<file path="src/rtl/exe_pkg.sv">
// Shared opcode map, select encodings and the per-pass control word for the
// execute-stage sequencer.
package exe_pkg;

  localparam int OP_W = 5;

  localparam logic [OP_W-1:0] OP_PUSH = 5'b10000;
  localparam logic [OP_W-1:0] OP_POP  = 5'b10001;
  localparam logic [OP_W-1:0] OP_CALL = 5'b10010;
  localparam logic [OP_W-1:0] OP_RET  = 5'b10011;
  localparam logic [OP_W-1:0] OP_JAL  = 5'b10100;
  localparam logic [OP_W-1:0] OP_NOP  = 5'b11111;

  localparam logic [OP_W-1:0] ALU_ADD = 5'b00000;
  localparam logic [OP_W-1:0] ALU_SUB = 5'b00001;

  localparam logic [1:0] A_REG  = 2'b00;
  localparam logic [1:0] A_SP   = 2'b01;
  localparam logic [1:0] A_PC   = 2'b10;
  localparam logic [1:0] B_REG  = 2'b00;
  localparam logic [1:0] B_IMM  = 2'b01;
  localparam logic [1:0] B_FOUR = 2'b10;

  typedef struct packed {
    logic [OP_W-1:0] alu_op;
    logic [1:0]      a_sel;
    logic [1:0]      b_sel;
    logic            mem_in_sel;
    logic            sp_we;
    logic            link_we;
    logic            mem_we;
    logic            mem_re;
    logic            last;
  } ctrl_word_t;

  function automatic ctrl_word_t ctrl_idle();
    ctrl_word_t cw;
    cw = '0;
    cw.alu_op = ALU_ADD;
    cw.a_sel  = A_REG;
    cw.b_sel  = B_REG;
    return cw;
  endfunction

endpackage

</file>
<file path="src/rtl/exe_ctrl_rom.sv">
// Combinational control store: (opcode, pass index) -> control word, with the
// last-pass flag and undefined-opcode detection.
module exe_ctrl_rom
  import exe_pkg::*;
(
  input  logic [OP_W-1:0] opcode,
  input  logic [1:0]      pass,
  output ctrl_word_t      cw,
  output logic            illegal
);

  always_comb begin
    cw      = ctrl_idle();
    illegal = 1'b0;
    if (opcode[4:3] == 2'b00) begin
      cw.alu_op = opcode;
      cw.last   = 1'b1;
    end else if (opcode[4:3] == 2'b01) begin
      cw.alu_op = opcode;
      cw.b_sel  = B_IMM;
      cw.last   = 1'b1;
    end else begin
      case (opcode)
        OP_JAL: begin
          cw.a_sel   = A_PC;
          cw.b_sel   = B_FOUR;
          cw.link_we = 1'b1;
          cw.last    = 1'b1;
        end
        OP_NOP: cw.last = 1'b1;
        OP_PUSH: begin
          if (pass == 2'd0) begin
            cw.alu_op = ALU_SUB;
            cw.a_sel  = A_SP;
            cw.b_sel  = B_FOUR;
            cw.sp_we  = 1'b1;
          end else begin
            cw.mem_in_sel = 1'b1;
            cw.mem_we     = 1'b1;
            cw.last       = 1'b1;
          end
        end
        // RET pops the return address exactly like POP does.
        OP_POP, OP_RET: begin
          if (pass == 2'd0) begin
            cw.mem_in_sel = 1'b1;
            cw.mem_re     = 1'b1;
          end else begin
            cw.a_sel = A_SP;
            cw.b_sel = B_FOUR;
            cw.sp_we = 1'b1;
            cw.last  = 1'b1;
          end
        end
        OP_CALL: begin
          case (pass)
            2'd0: begin
              cw.alu_op = ALU_SUB;
              cw.a_sel  = A_SP;
              cw.b_sel  = B_FOUR;
              cw.sp_we  = 1'b1;
            end
            2'd1: begin
              cw.a_sel   = A_PC;
              cw.b_sel   = B_FOUR;
              cw.link_we = 1'b1;
            end
            default: begin
              cw.mem_in_sel = 1'b1;
              cw.mem_we     = 1'b1;
              cw.last       = 1'b1;
            end
          endcase
        end
        default: begin
          illegal = 1'b1;
          cw.last = 1'b1;
        end
      endcase
    end
  end

endmodule

</file>
<file path="src/rtl/exe_seq_ctrl.sv">
// Execute-stage sequencer: holds the in-flight opcode and pass index, runs the
// decode handshake and applies stall gating to the control store output.
module exe_seq_ctrl
  import exe_pkg::*;
#(
  parameter int OPW = 5
) (
  input  logic           clk,
  input  logic           rst,
  input  logic           in_valid,
  output logic           in_ready,
  input  logic [OPW-1:0] in_opcode,
  input  logic           stall,
  output logic           pass_valid,
  output logic [OPW-1:0] alu_op,
  output logic [1:0]     alu_a_sel,
  output logic [1:0]     alu_b_sel,
  output logic           mem_in_sel,
  output logic           sp_we,
  output logic           link_we,
  output logic           mem_we,
  output logic           mem_re,
  output logic           out_valid,
  output logic           illegal
);

  localparam logic [0:0] S_IDLE = 1'b0;
  localparam logic [0:0] S_EXEC = 1'b1;

  logic [0:0]     state;
  logic [OPW-1:0] op_q;
  logic [1:0]     pass_q;
  ctrl_word_t     cw;
  logic           rom_illegal;
  logic           exec;
  logic           accept;

  exe_ctrl_rom u_rom (
    .opcode  (OP_W'(op_q)),
    .pass    (pass_q),
    .cw      (cw),
    .illegal (rom_illegal)
  );

  assign exec     = (state == S_EXEC);
  // Reloading on a non-stalled last pass gives bubble-free back-to-back issue.
  assign in_ready = !rst && (!exec || (cw.last && !stall));
  assign accept   = in_valid && in_ready;

  always_ff @(posedge clk) begin
    if (rst) begin
      state  <= S_IDLE;
      op_q   <= '0;
      pass_q <= 2'd0;
    end else if (accept) begin
      state  <= S_EXEC;
      op_q   <= in_opcode;
      pass_q <= 2'd0;
    end else if (exec && !stall) begin
      if (cw.last) begin
        state  <= S_IDLE;
        pass_q <= 2'd0;
      end else begin
        pass_q <= pass_q + 2'd1;
      end
    end
  end

  // Register writes and completion are suppressed under stall; memory
  // requests stay up so the memory side sees a held request.
  assign pass_valid = exec;
  assign alu_op     = exec ? OPW'(cw.alu_op) : '0;
  assign alu_a_sel  = exec ? cw.a_sel : 2'b00;
  assign alu_b_sel  = exec ? cw.b_sel : 2'b00;
  assign mem_in_sel = exec && cw.mem_in_sel;
  assign sp_we      = exec && cw.sp_we && !stall;
  assign link_we    = exec && cw.link_we && !stall;
  assign mem_we     = exec && cw.mem_we;
  assign mem_re     = exec && cw.mem_re;
  assign out_valid  = exec && cw.last && !stall;
  assign illegal    = out_valid && rom_illegal;

endmodule

</file>
<file path="config.mk">
export PLATFORM = sky130hd
export DESIGN_NAME = exe_seq_ctrl
export DESIGN_NICKNAME = d
export VERILOG_FILES = /design/src/rtl/exe_pkg.sv /design/src/rtl/exe_ctrl_rom.sv /design/src/rtl/exe_seq_ctrl.sv
export SDC_FILE = /design/constraint.sdc
export NUM_CORES = 1
export LEC_CHECK = 0
export ABC_AREA = 1
export CORE_MARGIN = 3
export CORE_UTILIZATION = 45
export DETAILED_ROUTE_END_ITERATION = 6
export PLACE_DENSITY_LB_ADDON = 0.05
export SETUP_SLACK_MARGIN = 0.05
export SYNTH_ARGS = -nofsm -noshare
export SYNTH_HDL_FRONTEND = slang
export SYNTH_SLANG_ARGS = --single-unit
</file>
<file path="constraint.sdc">
create_clock -name clk -period 2.85 [get_ports clk]
set_input_delay 0.4275 -clock clk [delete_from_list [all_inputs] [get_ports clk]]
set_output_delay 0.4275 -clock clk [all_outputs]
set_load 0.03 [all_outputs]
</file>
==> summary.txt <==
Cells and area
  • Layout cells sized above 1: between 10% and 20%
  • Fillers: roughly 130
  • Ant diodes: 0
  • Area Growth Syn to Fin: 42.7%
  • Final non-filler cell total: about 150
  • Nets: 145

Setup path
  • Critical Path AT: 2.21 ns
  • Setup CP Type: reg -> out
  • Worst-path cell chain: inv_1 > ha_1 > inv_1 > nor3_2 > a21oi_1 > nand2_1 > nand2_1 > inv_1 > clkdlybuf4s50_1
  • R2R Path Start: pass_q[0]
  • Setup crit end kind: output pin
  • Req. time, crit path: around 2.4 ns
  • Crit path max fanout: 5
  • CP max stage delay: ~0.65 ns
  • Crit path launch: pass_q[0]
  • Nature of the critical path startpoint: flop
  • Top cell by count, worst path: inv_1
  • Slowest-stage cell, CP: clkdlybuf4s50_1

Route
  • Metal2 WL: ~840 um
  • Total number of vias: 763
  • DRC: 0
  • Via density: about 5.2
  • Antenna Nets Post-Route: 0
  • DR pass1 iterations: 5
  • DRT iter0 DRCs: 5
  • Top Metal Used: met4
  • Met1 WL: 674 um
  • Post-Route WL: ~1600 um
  • Metal3 WL: a little over 90 um
  • Wire length per cell: 11.2 um

Synth
  • Post-synth top cells: inv_1, nand2_1, nor2_1
  • Avg Inst Size Synth: about 6.5 um^2
  • Async SR Flop Fraction: 0%
  • #FFs+latches synth: 8
  • Cells after Synth: approximately 110
  • Ranking of synthesized cells by area: dfxtp_1, inv_1, nand2_1, nand3_1, nor2_1
  • Unique masters post-synth: 21
  • Yosys warns: 0
  • EDFF count, synth: 0
  • Sequential cell area fraction in the yosys report: 23.4%
  • Post-Syn Nets: approximately 120
  • Post-synth top area share: a little under a quarter
  • Cell taking the most area after synthesis: dfxtp_1
  • Mapped Area: between 600 and 700 um^2
  • Synth Flop Type: dfxtp_1

STA
  • Final min period: roughly 2.6 ns
  • Final worst slack: roughly 0.21 ns
  • Endpoints failing setup: 0
  • Setup_tns: 0 ns
  • Worst hold slack: 0.494 ns
  • Slew Limit Fails: 0
  • RSZ-0062 raised after global routing: no
  • Clk_skew: 0.00317 ns
  • Fin. Hold Viols: 0
  • Final worst-path cycle share: ~90%
  • Peak Freq: roughly 380 MHz

Clock tree
  • CTS resizes: 0
  • Post-CTS Setup Bufs: 0
  • Clk_lat worst skew: between 0.2 and 0.3 ns
  • Num Clock Sinks: 8
  • Cts bufs inserted: 3
  • Root Driver: clkbuf_4
  • Clock slew at reported path FFs: around 0.060 ns
  • Htree depth: 1
  • Hold Buf Count CTS: 0
  • Clock buffer depth: 2
  • CTS tree: done

Global routing
  • Vias in the first global route: 740
  • Antenna violations before repair: 0
  • Global-route wire length before repair: 2860 um
  • Gr ovfl total: 0
  • Largest net degree at the start of global routing: 10
  • Total track usage: a little under a fifth

Floorplan
  • CORE AREA: 1370 um^2
  • IO Count: 27
  • Row count: 13
  • Initial Util: around 50%
  • Die width: about 45 um
  • Die ar.: approximately 2000 um^2
  • Chip Height: about 45 um

Outcome
  • Status: finished clean

Hold path
  • Hold Path Class: reg -> reg
  • Hold path startpoint: op_q[1]

Pwr
  • Pwr Density: roughly 300 nW/um^2
  • Maximum VDD drop: roughly 0.00030 V
  • Leak Pwr: about 0.48 nW

Placed design
  • Port bufs: 25
  • DP Cell Count: 143
  • Placement Setup Slack: roughly 0.35 ns
  • RePlAce Congestion: 0.861
  • HPWL after detailed placement: 1270 um

Flow run
  • Maxcap violations: 0
## worst max-delay path: cells and delay by family (launching register included)
family                     cells  cell delay [ns]
adders and majority gates      1             0.23
and+or+nand+nor                3             0.37
buffers and inverters          4             0.90
DFF                            1             0.33
AOI/OAI and AO/OA              1             0.11
## cells by family (layout without fill, tap and decap cells)
group,after synthesis,after routing,share of synthesized area [%]
other,1,1,0.549
DFF,8,8,23.4
AOI/OAI and AO/OA,10,10,8.97
and+or+nand+nor,62,62,48.9
buffers and inverters,21,47,12.6
adders and majority gates,3,3,5.50
## registers in the layout, summed over array words and instances, names as in the netlist
| register | cells |
|---|---|
| pass_valid | 1 |
| op_q | 5 |
| pass_q | 2 |
## where the power goes
group | switching [mW] | leakage (nW) | internal, mW | total, mW
Combinational | 0.0501 | 0.398 | 0.0328 | 0.0829
Clock | 0.0408 | 0.0138 | 0.0483 | 0.0891
Sequential | 0.00972 | 0.0657 | 0.118 | 0.128
Total | 0.101 | 0.477 | 0.199 | 0.300
## cells in the final DEF, fill, tap and decap left out
cell	count
nand2_4	1
o21ai_0	6
nand2_2	4
nor3_2	1
dfxtp_1	8
nor2_2	3
nand3_1	10
inv_1	17
nor2_1	11
nor4_1	1
ha_1	3
clkbuf_4	3
inv_2	2
a21oi_4	1
nor3_1	6
clkdlybuf4s50_1	21
dlymetal6s2s_1	4
nand4_1	2
nand3_4	1
nor2_4	2
a21oi_1	3
nand3_2	3
nand2_1	17
conb_1	1
## routing by layer
metal,global-route usage [%],vias up
met2,34.5,21
li1,-,388
met4,10.5,0
met5,0,-
met1,21.3,350
met3,1.20,4
## stage by stage
| step | cell area, um^2 | util (%) | total power [mW] |
|---|---|---|---|
| 2_1_floorplan | 683 | - | 0.182 |
| 3_3_place_gp | 937 | 68.6 | 0.212 |
| 3_5_place_dp | 937 | 68.6 | 0.213 |
| 4_1_cts | 960 | 70.2 | 0.301 |
| 5_1_grt | 975 | 71.3 | 0.313 |
| 6_report | 975 | 71.3 | 0.300 |
## final cells by class
cell class	instances	area [um^2]	share of cell area, %
multi-input cells	76	442	45.3
flip-flops and latches	8	160	16.4
repair buffers	25	260	26.7
inverters	19	71.3	7.32
clock buffers	3	22.5	2.31
well taps	15	18.8	1.93
## path summary, 6_finish.rpt
path / cells after the start / slack [ns] / endpoint
max: 9 / 0.21 / alu_a_sel[0]
min: 2 / 0.49 / op_q[1]
max reg2reg: 10 / 1.18 / op_q[0]
min reg2reg: 2 / 0.49 / op_q[1]
(Power assumes the default switching activity.)
